==> src/rtl/load_store_unit.sv <==
// load_store_unit: req/ack data-memory access stage with lane steering, load extension and ack timeout
module load_store_unit #(
    parameter int ACK_TIMEOUT = 16
) (
    input  logic        clock,
    input  logic        reset,
    input  logic        mem_rd,
    input  logic        mem_wr,
    input  logic [2:0]  funct3,
    input  logic [31:0] addr,
    input  logic [31:0] wdata,
    output logic [31:0] rdata,
    output logic        stall,
    output logic        done,
    output logic        fault,
    output logic        bus_req,
    output logic        bus_we,
    output logic [31:0] bus_addr,
    output logic [3:0]  bus_be,
    output logic [31:0] bus_wdata,
    input  logic        bus_ack,
    input  logic [31:0] bus_rdata
);
    localparam int CW = $clog2(ACK_TIMEOUT);
    localparam logic [CW-1:0] CMAX = CW'(ACK_TIMEOUT - 1);

    typedef enum logic [1:0] {IDLE, REQ, RESP} state_t;

    state_t        state;
    logic [CW-1:0] cnt;
    logic [2:0]    f3;
    logic [1:0]    off;
    logic          any_req, legal, aligned, valid;
    logic [3:0]    be_n;
    logic [31:0]   wd_n, sh, ld_val;
    logic [15:0]   hf;

    // request decode, store lane steering and load extraction from the captured access
    always_comb begin
        any_req = mem_rd | mem_wr;
        legal   = (funct3 == 3'b000 || funct3 == 3'b001 || funct3 == 3'b010) ||
                  (mem_rd && (funct3 == 3'b100 || funct3 == 3'b101));
        aligned = funct3[1] ? (addr[1:0] == 2'b00) : funct3[0] ? !addr[0] : 1'b1;
        valid   = (mem_rd ^ mem_wr) && legal && aligned;
        be_n    = funct3[1] ? 4'b1111 : funct3[0] ? (addr[1] ? 4'b1100 : 4'b0011) : 4'b0001 << addr[1:0];
        wd_n    = funct3[1] ? wdata : funct3[0] ? {2{wdata[15:0]}} : {4{wdata[7:0]}};
        sh      = bus_rdata >> {off, 3'b000};
        hf      = off[1] ? bus_rdata[31:16] : bus_rdata[15:0];
        ld_val  = f3[1] ? bus_rdata :
                  f3[0] ? {{16{~f3[2] & hf[15]}}, hf} : {{24{~f3[2] & sh[7]}}, sh[7:0]};
        stall   = !reset && (state == REQ || (state == IDLE && valid));
    end

    // access FSM: capture in IDLE, hold the bus in REQ until ack or timeout, pulse done in RESP
    always_ff @(posedge clock or posedge reset) begin
        if (reset) begin
            state     <= IDLE;
            cnt       <= '0;
            f3        <= '0;
            off       <= '0;
            rdata     <= '0;
            done      <= 1'b0;
            fault     <= 1'b0;
            bus_req   <= 1'b0;
            bus_we    <= 1'b0;
            bus_addr  <= '0;
            bus_be    <= '0;
            bus_wdata <= '0;
        end else begin
            done  <= 1'b0;
            fault <= 1'b0;
            case (state)
                IDLE: begin
                    if (valid) begin
                        state     <= REQ;
                        cnt       <= '0;
                        f3        <= funct3;
                        off       <= addr[1:0];
                        bus_req   <= 1'b1;
                        bus_we    <= mem_wr;
                        bus_addr  <= {addr[31:2], 2'b00};
                        bus_be    <= be_n;
                        bus_wdata <= wd_n;
                    end else if (any_req) begin
                        fault <= 1'b1;
                    end
                end
                REQ: begin
                    if (bus_ack) begin
                        state   <= RESP;
                        cnt     <= '0;
                        bus_req <= 1'b0;
                        done    <= 1'b1;
                        if (!bus_we) rdata <= ld_val;
                    end else if (cnt == CMAX) begin
                        state   <= IDLE;
                        cnt     <= '0;
                        bus_req <= 1'b0;
                        fault   <= 1'b1;
                        rdata   <= '0;
                    end else begin
                        cnt <= cnt + 1'b1;
                    end
                end
                default: state <= IDLE;
            endcase
        end
    end
endmodule

==> config.mk <==
export PLATFORM = sky130hd
export DESIGN_NAME = load_store_unit
export DESIGN_NICKNAME = d
export VERILOG_FILES = /design/src/rtl/load_store_unit.sv
export SDC_FILE = /design/constraint.sdc
export NUM_CORES = 1
export LEC_CHECK = 0
export BUFFER_PORTS_ARGS = -buffer_cell sky130_fd_sc_hd__buf_2
export CORE_MARGIN = 5
export CORE_UTILIZATION = 48
export DETAILED_ROUTE_END_ITERATION = 12
export GPL_ROUTABILITY_DRIVEN = 1
export GPL_TIMING_DRIVEN = 0
export PLACE_DENSITY = 0.84
export SETUP_SLACK_MARGIN = 0.2
export SLEW_MARGIN = 10
export SYNTH_ARGS = -nofsm -noshare
export SYNTH_HDL_FRONTEND = slang
export SYNTH_SLANG_ARGS = --single-unit
==> constraint.sdc <==
create_clock -name clock -period 4.1 [get_ports clock]
set_clock_uncertainty 0.15 [all_clocks]
set_input_delay 0.205 -clock clock [delete_from_list [all_inputs] [get_ports clock]]
set_output_delay 0.205 -clock clock [all_outputs]
set_load 0.05 [all_outputs]
Word level (Yosys, flattened, before mapping) --
Index checks and enable logic that the tools add are counted.
Operators by class: mux-type cells 32, eq/ne operators 9, add/subtract/negate cells 1, shifts and indexed selects 2, reductions and logical operators 22, bitwise logic cells 5
Operators with widths (number):
- $mux W32 | 7
- $shr A32 B5 Y8 | 1
- $mux W4 | 6
- $mux W16 | 1
- $mux W1 | 11
- $pmux W4 S2 | 1
- $eq A3 B3 Y1 const B | 2
- $mux W2 | 3
- $reduce_and A2 Y1 | 3
- $reduce_and A3 Y1 | 2
- $logic_and A1 B1 Y1 | 5
- $logic_or A1 B1 Y1 | 5
- $add A4 B1 Y4 const B | 1
- $eq A4 B4 Y1 const B | 1
- $logic_not A2 Y1 | 2
- $ne A2 B2 Y1 const B | 2
- $pmux W1 S2 | 2
- $pmux W2 S2 | 1
- $reduce_bool A2 Y1 | 2
- $shl A1 B2 Y4 const A | 1
- $eq A3 B1 Y1 const B | 1
- $eq A3 B2 Y1 const B | 1
- $logic_not A3 Y1 | 1
- $ne A3 B2 Y1 const B | 1
- other kinds (6) | 8
Storage, ports and cells: flip-flop bits (word level) 113, input bits 104, output and inout port bits 105

Logic depth before layout (Yosys ltp) --
Gate-level depths: netlist (run 1).
depth in word-level cells 9, gate-level depth with buffers 8, depth with buffers taken out 6

Worst setup path after synthesis (run 1) --
OpenSTA, ideal clock, no wires.
path type input to output, start input mem_wr, end output stall, slack 1603 ps, data required time 3745 ps, arrival time 2142 ps, stages on the path 7, buffers on the path 2, cell sequence inv_1 -> ha_1 -> a21boi_0 -> nand4_2 -> buf_2 -> buf_2 -> a21oi_1
Between the ends: longest elaborated chain between the ends 6
RTL lines:
- start: declaration | line 8 | input logic mem_wr,
- $xor A1 B1 Y1 | line 44 | valid = (mem_rd ^ mem_wr) && legal && aligned;
- $logic_and A1 B1 Y1 (2 in series) | line 44
- $logic_and A1 B1 Y1 | line 51 | stall = !reset && (state == REQ || (state == IDLE && valid));
- $logic_or A1 B1 Y1 | line 51
- $logic_and A1 B1 Y1 | line 51
- end: declaration | line 13 | output logic stall,
No other way between the ends.

Worst setup path after layout (run 1) --
Ends and elaborated chain as after synthesis.

==> metrics.md, run 1 <==
| Metric | Value |
|---|---|
| Main synth FF type | `dfrtp_1` |
| Rel. slew slack | `0.575` |
| Routability congestion estimate | `0.907` |
| Placement Rows | `37` |
| Average wire per standard cell | `19.2 um` |
| Share of layout cells above drive strength 1 | `0.392` |
| P_sw | `0.00287 W` |
| Avg Cell Area, Syn | `11.8 um2` |
| Most frequent cells in the layout | `buf_2 (216), dfrtp_1 (113), dlygate4sd3_1 (104), mux2_2 (44), nand2_1 (41)` |
| Max-slew violation count | `0` |
| DPL Wire Length | `11.6 mm` |
| CTS buffer count | `17` |
| DIE WIDTH | `113 um` |
| Synthesized instance count | `434` |
| Clock share of power | `0.243` |
| P_int | `0.00331 W` |
| Net Sw Frac | `0.464` |
| RSZ-0062 raised after global routing | `false` |
| Finished Layout Cells | `914` |
| Gr usage total | `0.281` |
| Clock latency on the worst-skew pair | `0.50 ns` |
| Total Power | `0.00619 W` |
| Clock slew seen by the registers of the worst setup and hold paths | `0.05 ns` |
| Initial antenna violation count | `0` |
| Power Density | `774 mW/mm2` |
| Leak | `3.88 nW` |
| Global-route wire length before repair | `28.2 mm` |
| Number of global-route vias before repair | `5326` |
| Worst Path Max Fanout | `10` |
| Required @ worst endpoint | `3.74 ns` |
| CTS tree | `done` |
| Max IR drop VDD | `0.590 mV` |
| First-pass detailed-route iteration total | `5` |
| Uppermost routed layer | `met4` |
| Total Neg Setup Slack | `0 ns` |
| Tightest Pin Transition | `0.638 ns` |
| Synth unique cells | `46` |
| Final hold viol count | `0` |
| Final #Nets | `871` |
| Hold WC Path Type | `primary input to flip-flop` |
| Grt ovf | `0` |
| Iter 0 DRT Violations | `369` |
| Warnings from Yosys | `0` |
| Worst EP arrival | `2.73 ns` |
| Max frequency | `325 MHz` |
| Synth top area share | `0.554` |
| CTS Buffer Depth | `2` |
| Via-to-Cell Ratio | `5.46` |
| Die area | `0.0128 mm2` |
| Part of the power in registers | `0.294` |
| Status | `finished clean` |
| Core ar. | `0.0104 mm2` |
| Largest net degree at the start of global routing | `78` |
| Htree depth | `4` |
| Synthesis-to-finish area growth | `56.6%` |
| Async SR Flop Fraction | `1.00` |
| # DRC | `0` |
| Starting density of the core | `0.492` |
| Root buf cell | `clkbuf_8` |
| Detail Route Antenna Nets | `0` |
| Commonest non-fill, non-tap cell in the layout | `buf_2` |
| Cell area after synthesis | `0.00511 mm2` |
| WL final | `17.6 mm` |
| I/O Pins | `209` |
| Minimum clock period after layout | `3.08 ns` |
| Met3 WL | `1.79 mm` |
| Sequential share of the synthesized area | `0.554` |
| Antenna diode count | `0` |
| Routed met1 length | `6.64 mm` |
| EDFF count, synth | `0` |
| Final period utilization | `0.751` |
| WS Path Type | `primary input to output port` |
| Met2 WL | `8.78 mm` |
| Max-cap viol count | `0` |
| Clock sinks | `113` |
| Setup violators final | `0` |
| Crit end category | `output port` |
| # placed instances | `778` |
| Post-CTS Setup Bufs | `0` |
| Combinational share of power | `0.463` |
| Top cells by area, synth | `dfrtp_1 (55%), mux2_2 (9.7%), a221o_1 (4.7%)` |
| Synthesized flop and latch total | `113` |
| Via count | `4986` |
| Die Ht | `113 um` |
| Cell accounting for the most synthesized area | `dfrtp_1` |
| Port-buffer cells | `206` |
| CP Launch Type | `primary input` |
==> layer usage <==
| metal | global-route usage | up-vias |
|---|---|---|
| met5 | 0 | - |
| met4 | 0.0841 | 0 |
| met3 | 0.101 | 35 |
| met2 | 0.485 | 284 |
| met1 | 0.327 | 2424 |
| li1 | - | 2243 |
==> metrics by stage <==
step           hold slack, ns  utilization  setup WS [ns]  cell area [um2]
2_1_floorplan           0.184            -          0.758             5110
3_3_place_gp            0.270        0.609         -0.448             6310
3_5_place_dp           0.0811        0.612           1.55             6340
4_1_cts                0.0287        0.771           1.01             7990
5_1_grt                0.0479        0.771          0.845             7990
6_report               0.0556        0.771           1.02             7990
==> cells by family after synthesis <==
group	count (synthesis)	share of synthesized area
AOI/OAI and AO/OA	109	0.161
other	1	0.000734
DFF	113	0.554
and+or+nand+nor	111	0.114
xor gates and xnor gates	1	0.00172
adders and majority gates	2	0.00490
muxes	61	0.133
buffers and inverters	36	0.0314
==> power by group through the flow <==
stage	Clock [W]	Combinational (W)	Sequential, W
floorplan	0	0.000645	0.00319
global placement	0	0.00270	0.00179
detailed placement	0	0.00275	0.00181
CTS	0.00153	0.00285	0.00180
global route	0.00158	0.00300	0.00186
finish	0.00151	0.00286	0.00182
==> area by class of cell <==
cell class / instances / area [um2]
fillers: 650 / 2380
repair buffers: 311 / 2100
flip-flops and latches: 113 / 2830
well taps: 136 / 170
clock buffers: 19 / 422
inverters: 8 / 35.0
plain buffers: 28 / 130
multi-input cells: 286 / 2120
clock inverters: 13 / 188
==> Yosys cell counts (4+ instances only) <==
cell type,count
dfrtp_1,113
mux2_2,44
nand2_1,41
o21ai_0,29
nor2b_1,27
a221o_1,24
nor2_1,18
o31ai_1,16
a211oi_1,15
mux2i_1,15
clkbuf_1,14
buf_2,10
nand2b_1,8
inv_1,7
o21a_1,6
a21oi_1,4
==> state kept, by name, summed over array words and instances (netlist names) <==
| signal | flops |
|---|---|
| bus_we | 1 |
| f3 | 3 |
| off | 2 |
| state | 2 |
| bus_wdata | 32 |
| bus_be | 4 |
| rdata | 32 |
| cnt | 4 |
| fault | 1 |
| bus_addr | 30 |
| bus_req | 1 |
| done | 1 |
==> worst max-delay path: stages <==
cell	delay, ns
dlygate4sd3_1	0.52
buf_2	0.10
inv_1	0.05
ha_1	0.26
a21boi_0	0.28
nand4_2	0.30
buf_2	0.31
buf_2	0.23
a21oi_1	0.17
buf_2	0.29
==> final timing paths <==
check                                      startpoint                   endpoint  slack, ns  cells past startpoint
worst max-delay path                           mem_wr                      stall       1.02                     10
worst min-delay path                        funct3[1]         cnt[3]$_DFFE_PP0P_       0.06                      4
worst max register to register   state[0]$_DFFE_PP0P_  bus_wdata[29]$_DFFE_PP0P_       1.65                      7
worst min register to register  bus_be[3]$_DFFE_PP0P_      bus_be[3]$_DFFE_PP0P_       0.33                      2
max in group asynchronous                       reset             done$_DFF_PP0_       2.99                      4
min in group asynchronous                       reset  bus_wdata[25]$_DFFE_PP0P_       0.12                      3
==> what timing repair did <==
action                     in CTS  in global routing
resized for setup               0                  0
hold endpoints to repair      218                  0
hold buffers                  104                  0
setup endpoints to repair       0                  0
No activity file was read; power rests on OpenSTA's default activity.
==> inputs of run 2 (changes only) <==
--- a/config.mk
+++ b/config.mk
@@ -5,9 +5,10 @@
 export SDC_FILE = /design/constraint.sdc
 export NUM_CORES = 1
 export LEC_CHECK = 0
+export ABC_AREA = 1
 export BUFFER_PORTS_ARGS = -buffer_cell sky130_fd_sc_hd__buf_2
 export CORE_MARGIN = 5
-export CORE_UTILIZATION = 48
+export CORE_UTILIZATION = 49
 export DETAILED_ROUTE_END_ITERATION = 12
 export GPL_ROUTABILITY_DRIVEN = 1
 export GPL_TIMING_DRIVEN = 0
==> constraint.sdc (replaced) <==
create_clock -name clock -period 3.1 [get_ports clock]
set_clock_uncertainty 0.15 [all_clocks]
set_input_delay 0.155 -clock clock [delete_from_list [all_inputs] [get_ports clock]]
set_output_delay 0.155 -clock clock [all_outputs]
set_load 0.05 [all_outputs]
==> metrics.md, run 2 <==
| Metric | Value |
|---|---|
| Status | `finished clean` |
| EDFF count, synth | `0 (unchanged)` |
| Placement Rows | `38 (+2.7%)` |
| CP Capture Point | `stall` |
| Most frequent cells in the layout | `nand2_1 (284), buf_2 (226), dlygate4sd3_1 (116), dfrtp_1 (113), o21ai_0 (63)` |
| Post-synthesis simple-gate area fraction | `0.297 (+0.183)` |
| Sequential share of the synthesized area | `0.526 (-0.0277)` |
| Compound-cell area share of the yosys netlist | `0.111 (-0.0495)` |
| Power Density | `979 mW/mm2 (+26%)` |
| Routed met1 length | `7.47 mm (+13%)` |
| Initial antenna violation count | `0 (unchanged)` |
| Footprint of the multi-input gates | `0.00224 mm2 (+5.7%)` |
| Max IR drop VDD | `0.666 mV (+13%)` |
| Final core occ | `0.779 (+0.00828)` |
| Synth unique cells | `28 (-39%)` |
| Core ar. | `0.0108 mm2 (+4.1%)` |
| Main synth FF type | `dfrtp_1` |
| Post-synthesis xor/xnor area fraction | `0.00326 (+0.00154)` |
| Setup violators final | `0 (unchanged)` |
| Tightest Pin Transition | `0.756 ns (+0.118 ns)` |
| Minimum clock period after layout | `2.75 ns` |
| CP Launch Type | `primary input` |
| Synth top cells by count | `nand2_1 (284), dfrtp_1 (113), o21ai_0 (63)` |
| Top-count cell post-synth | `nand2_1` |
| First-pass detailed-route iteration total | `6 (+1)` |
| Setup WS pre-CTS | `1.04 ns (-0.505 ns)` |
| Placed Area | `0.00666 mm2 (+5.0%)` |
| Multiplexer share of the synthesized area | `0 (-0.133)` |
| Warnings from Yosys | `0 (unchanged)` |
| Top cells by area, synth | `dfrtp_1 (53%), nand2_1 (20%), o21ai_0 (5.9%)` |
| Worst reg2reg path endpoint | `rdata[3]$_DFFE_PP0P_` |
| Post-CTS Setup Bufs | `0 (unchanged)` |
| Async SR Flop Fraction | `1.00 (unchanged)` |
| # DRC | `0 (unchanged)` |
| WS Path Type | `primary input to output port` |
| DIE WIDTH | `115 um (+1.4%)` |
| Synthesized flop and latch total | `113 (unchanged)` |
| Cells on worst reg2reg path | `8 (+1)` |
| Largest net degree at the start of global routing | `40 (-49%)` |
| Synth Area in Adders | `0.00466 (-0.000245)` |
| Largest family of logic cells by synthesized area | `simple AND/OR/NAND/NOR gates` |
| Clock latency on the worst-skew pair | `0.52 ns (+0.02 ns)` |
| Total Neg Setup Slack | `0 ns (unchanged)` |
| FF-to-FF Start | `bus_we$_DFFE_PP0P_` |
| Via count | `6392 (+28%)` |
| Clock slew seen by the registers of the worst setup and hold paths | `0.07 ns (+0.02 ns)` |
| Synth top area share | `0.526 (-0.0277)` |
| Hold WC Path Type | `primary input to async pin` |
| Worst R2R Setup Slack | `0.68 ns (-0.97 ns)` |
| DPL Wire Length | `12.5 mm (+7.8%)` |
| Global-route wire length before repair | `32.6 mm (+16%)` |
| CTS tree | `done` |
| Worst Path Max Fanout | `10 (unchanged)` |
| Commonest non-fill, non-tap cell in the layout | `nand2_1` |
| Grt ovf | `0 (unchanged)` |
| Fillers | `661 (+1.7%)` |
| Die Ht | `115 um (+1.4%)` |
| Cell area after synthesis | `0.00538 mm2 (+5.3%)` |
| Worst Slack Setup Final | `0.351 ns (-0.669 ns)` |
| Final hold viol count | `0 (unchanged)` |
| Synthesis-to-finish area growth | `56.4% (about the same)` |
| Average wire per standard cell | `17.2 um (-10%)` |
| Die area | `0.0132 mm2 (+2.8%)` |
| Final period utilization | `0.887` |
| Start point of the critical path | `mem_wr` |
| Uppermost routed layer | `met4` |
| RSZ-0062 raised after global routing | `false` |
| Met3 WL | `1.96 mm (+9.5%)` |
| CTS Buffer Depth | `2 (unchanged)` |
| Crit end category | `output port` |
| Number of global-route vias before repair | `6649 (+25%)` |
| Register area | `0.00283 mm2 (unchanged)` |
| Synthesized instance count | `690 (+59%)` |
| Routability congestion estimate | `0.990 (+9.2%)` |
| Total Power | `0.00823 W (+33%)` |
| Worst EP arrival | `2.44 ns (-0.29 ns)` |
| Root buf cell | `clkbuf_8` |
| Htree depth | `4 (unchanged)` |
| Max-slew violation count | `0 (unchanged)` |
| Largest registers | `bus_wdata (32), rdata (32), bus_addr (30)` |
| Avg Cell Area, Syn | `7.79 um2 (-34%)` |
| Required @ worst endpoint | `2.79 ns (-0.95 ns)` |
| CTS buffer count | `17 (unchanged)` |
| Gr usage total | `0.315 (+0.0347)` |
| Rel. slew slack | `0.495 (-0.0797)` |
| Port-buffer cells | `205 (-0.49%)` |
| Detail Route Antenna Nets | `0 (unchanged)` |
| Clock sinks | `113 (unchanged)` |
| Starting density of the core | `0.498 (+0.00563)` |
| Max frequency | `364 MHz` |
| Cell accounting for the most synthesized area | `dfrtp_1` |
| Iter 0 DRT Violations | `596 (+62%)` |
| Final instance area | `0.00841 mm2 (+5.2%)` |
| Max-cap viol count | `0 (unchanged)` |
| Leak | `4.53 nW (+17%)` |
| Met2 WL | `9.75 mm (+11%)` |
| Final #Nets | `1140 (+31%)` |
| WL final | `20.4 mm (+16%)` |
| Via-to-Cell Ratio | `5.38 (-1.4%)` |
| I/O Pins | `209 (unchanged)` |
| Share of layout cells above drive strength 1 | `0.274 (-0.118)` |
run 2: critical path, stage by stage:
cell	delay (ns)
dlygate4sd3_1	0.57
buf_2	0.13
inv_1	0.05
ha_1	0.26
a21boi_0	0.27
nand3_1	0.13
buf_2	0.20
buf_2	0.21
a21oi_1	0.17
buf_2	0.30
run 2: timing repair:
item | CTS | global route
hold endpoints to repair | 139 | 0
resized for setup | 0 | 0
hold buffers | 116 | 0
run 2: power breakdown:
part	total (W)	switching [W]	internal (W)
logic	0.00396	0.00299	0.000970
clock network	0.00195	0.000787	0.00117
registers	0.00232	0.000313	0.00201
total	0.00823	0.00409	0.00414
run 2: how the worst min path moves through the flow:
stage / from / to / cells after the start
after CTS: reset / bus_addr[22]$_DFFE_PP0P_ / 3
after floorplan: addr[10] / bus_addr[10]$_DFFE_PP0P_ / 2
after detailed placement: reset / bus_addr[6]$_DFFE_PP0P_ / 2
final: reset / bus_addr[22]$_DFFE_PP0P_ / 3
after global placement: addr[24] / bus_addr[24]$_DFFE_PP0P_ / 3
after global routing: addr[14] / bus_addr[14]$_DFFE_PP0P_ / 4
run 2: cell type report:
class,count,share of cell area
timing repair buffer,324,0.269
buffer,42,0.0251
sequential,113,0.336
clock buffer,17,0.0492
tap,140,0.0208
antenna,1,0.000298
multi-input combinational,510,0.267
inverter,26,0.0121
clock inverter,15,0.0205
run 2: routing by layer:
| metal | up-vias | global-route usage |
|---|---|---|
| met4 | 0 | 0.207 |
| met1 | 2922 | 0.365 |
| met2 | 448 | 0.519 |
| met5 | - | 0 |
| met3 | 116 | 0.0816 |
| li1 | 2906 | - |
run 2: cells by family (layout without fill, tap and decap cells):
family | count (synthesis) | after routing
and+or+nand+nor | 389 | 389
AOI/OAI and AO/OA | 115 | 115
DFF | 113 | 113
buffers and inverters | 68 | 424
adders and majority gates | 2 | 2
xor gates and xnor gates | 2 | 2
other | 1 | 3
run 2: through the flow:
stage	hold slack, ns	std cells
2_1_floorplan	0.115	691
3_3_place_gp	0.199	1036
3_5_place_dp	0.182	1039
4_1_cts	0.193	1187
5_1_grt	0.227	1187
6_report	0.180	1188
==> inputs of run 3 (changes only) <==
--- a/config.mk
+++ b/config.mk
@@ -7,6 +7,7 @@
 export LEC_CHECK = 0
 export ABC_AREA = 1
 export BUFFER_PORTS_ARGS = -buffer_cell sky130_fd_sc_hd__buf_2
+export CORE_ASPECT_RATIO = 1.5
 export CORE_MARGIN = 5
 export CORE_UTILIZATION = 49
 export DETAILED_ROUTE_END_ITERATION = 12
==> metrics.md, run 3 (same netlist as run 2, synthesis figures left out) <==
| Metric | Value |
|---|---|
| Minimum clock period after layout | `2.61 ns (-0.142 ns)` |
| Crit end category | `output port` |
| Antenna diode count | `0 (-1)` |
| Hold WC Path Type | `primary input to flip-flop` |
| Max-slew violation count | `0 (unchanged)` |
| Tightest Pin Transition | `0.561 ns (-0.194 ns)` |
| Share of layout cells above drive strength 1 | `0.281 (+0.00683)` |
| Routability congestion estimate | `0.936 (-5.4%)` |
| Worst EP arrival | `2.30 ns (-0.14 ns)` |
| Global-route wire length before repair | `30.8 mm (-5.5%)` |
| WL final | `19.5 mm (-4.4%)` |
| Clock slew seen by the registers of the worst setup and hold paths | `0.05 ns (-0.02 ns)` |
| Clock sinks | `113 (unchanged)` |
| Placement Rows | `46 (+21%)` |
| Number of global-route vias before repair | `6258 (-5.9%)` |
| Grt ovf | `0 (unchanged)` |
| CTS tree | `done` |
| First-pass detailed-route iteration total | `5 (-1)` |
| I/O Pins | `209 (unchanged)` |
| Max frequency | `384 MHz (+5.5%)` |
| Post-CTS Setup Bufs | `0 (unchanged)` |
| RSZ-0062 raised after global routing | `false` |
| Iter 0 DRT Violations | `296 (-50%)` |
| Via-to-Cell Ratio | `5.25 (-2.4%)` |
| Largest net degree at the start of global routing | `37 (-7.5%)` |
| Port-buffer cells | `205 (unchanged)` |
| Starting density of the core | `0.505 (+0.00679)` |
| CTS Buffer Depth | `2 (unchanged)` |
| DIE WIDTH | `95.5 um (-17%)` |
| Final hold viol count | `0 (unchanged)` |
| Htree depth | `4 (unchanged)` |
| Clock latency on the worst-skew pair | `0.40 ns (-0.12 ns)` |
| Setup violators final | `0 (unchanged)` |
| Placed Area | `0.00665 mm2 (-0.15%)` |
| Detail Route Antenna Nets | `0 (unchanged)` |
| Leak | `4.42 nW (-2.5%)` |
| Die Ht | `138 um (+21%)` |
| CP Launch Type | `primary input` |
| Core ar. | `0.0106 mm2 (-1.3%)` |
| Status | `finished clean` |
| # DRC | `0 (unchanged)` |
| Power Density | `1000 mW/mm2 (+2.4%)` |
| Root buf cell | `clkbuf_16` |
| Rel. slew slack | `0.625 (+0.130)` |
| Final #Nets | `1112 (-2.5%)` |
| Hold Slack | `0.0168 ns (-0.163 ns)` |
| Max-cap viol count | `0 (unchanged)` |
| Final instance area | `0.00814 mm2 (-3.2%)` |
| DPL Wire Length | `13.1 mm (+4.3%)` |
| Most frequent cells in the layout | `nand2_1 (284), buf_2 (226), dfrtp_1 (113), dlygate4sd3_1 (88), o21ai_0 (63)` |
| Final period utilization | `0.841 (-0.0458)` |
| Max IR drop VDD | `0.692 mV (+3.8%)` |
| Worst Path Max Fanout | `10 (unchanged)` |
| Average wire per standard cell | `16.8 um (-2.3%)` |
| Die area | `0.0132 mm2 (+0.33%)` |
| Commonest non-fill, non-tap cell in the layout | `nand2_1` |
| Via count | `6103 (-4.5%)` |
| CTS buffer count | `17 (unchanged)` |
| Total Neg Setup Slack | `0 ns (unchanged)` |
| Synthesis-to-finish area growth | `51.4%` |
| Initial antenna violation count | `0 (unchanged)` |
| Required @ worst endpoint | `2.79 ns (about the same)` |
| WS Path Type | `primary input to output port` |
| Gr usage total | `0.299 (-0.0161)` |
| Largest registers | `bus_wdata (32), rdata (32), bus_addr (30)` |
==> run 3: cell count changes in the layout (fill, tap and decap cells not counted) <==
cell,change
inv_8,-2
clkbuf_16,+1
diode_2,-1
clkinv_4,-3
buf_12,+2
inv_6,-4
buf_16,-2
dlygate4sd3_1,-28
clkinvlp_4,+1
clkinv_2,+1
clkbuf_8,+5
==> run 3: where the power goes <==
group / total [W] / internal (W) / switching [W]
clock network: 0.00197 / 0.00131 / 0.000663
logic: 0.00388 / 0.000905 / 0.00298
registers: 0.00231 / 0.00201 / 0.000300
==> run 3: timing repair <==
| item | CTS | global route |
|---|---|---|
| hold endpoints to repair | 111 | 0 |
| gates resized for setup | 0 | 0 |
| hold buffers | 88 | 0 |
==> run 3: area by class of cell <==
cell class	count	area, um2
repair buffers	296	1970
multi-input cells	510	2240
flip-flops and latches	113	2830
plain buffers	42	211
clock inverters	8	101
clock buffers	23	508
well taps	144	180
inverters	26	101
fillers	744	2510
==> run 3: worst paths after layout <==
kind / from / end / slack, ns / cells after the start
setup / recovery: mem_wr / stall / 0.49 / 10
hold reg to reg: rdata[11]$_DFFE_PP0P_ / rdata[11]$_DFFE_PP0P_ / 0.32 / 2
min in group asynchronous: reset / bus_addr[3]$_DFFE_PP0P_ / 0.23 / 3
setup reg to reg: bus_we$_DFFE_PP0P_ / rdata[4]$_DFFE_PP0P_ / 1.16 / 7
max in group asynchronous: reset / bus_wdata[21]$_DFFE_PP0P_ / 1.78 / 5
hold / removal: bus_rdata[25] / rdata[25]$_DFFE_PP0P_ / 0.02 / 5
==> run 3: routing by layer <==
| layer | vias to the layer above | global-route usage | share of wire |
|---|---|---|---|
| li1 | 2848 | - | - |
| met1 | 2842 | 0.323 | 0.36 |
| met2 | 327 | 0.523 | 0.52 |
| met3 | 86 | 0.0651 | 0.066 |
| met4 | 0 | 0.174 | 0.056 |
| met5 | - | 0 | 0 |
==> run 3: metrics by stage <==
stage | setup WS (ns) | util | cells | total power [W]
2_1_floorplan | 0.941 | - | 691 | 0.00505
3_3_place_gp | 0.696 | 0.619 | 1040 | 0.00598
3_5_place_dp | 1.10 | 0.624 | 1043 | 0.00605
4_1_cts | 0.536 | 0.764 | 1162 | 0.00811
5_1_grt | 0.370 | 0.764 | 1162 | 0.00852
6_report | 0.493 | 0.764 | 1162 | 0.00816
==> run 3: worst max-delay path, stage by stage <==
cell	delay, ns
dlygate4sd3_1	0.53
buf_2	0.10
inv_1	0.04
ha_1	0.26
a21boi_0	0.26
nand3_1	0.13
buf_2	0.19
buf_2	0.20
a21oi_1	0.15
buf_2	0.29
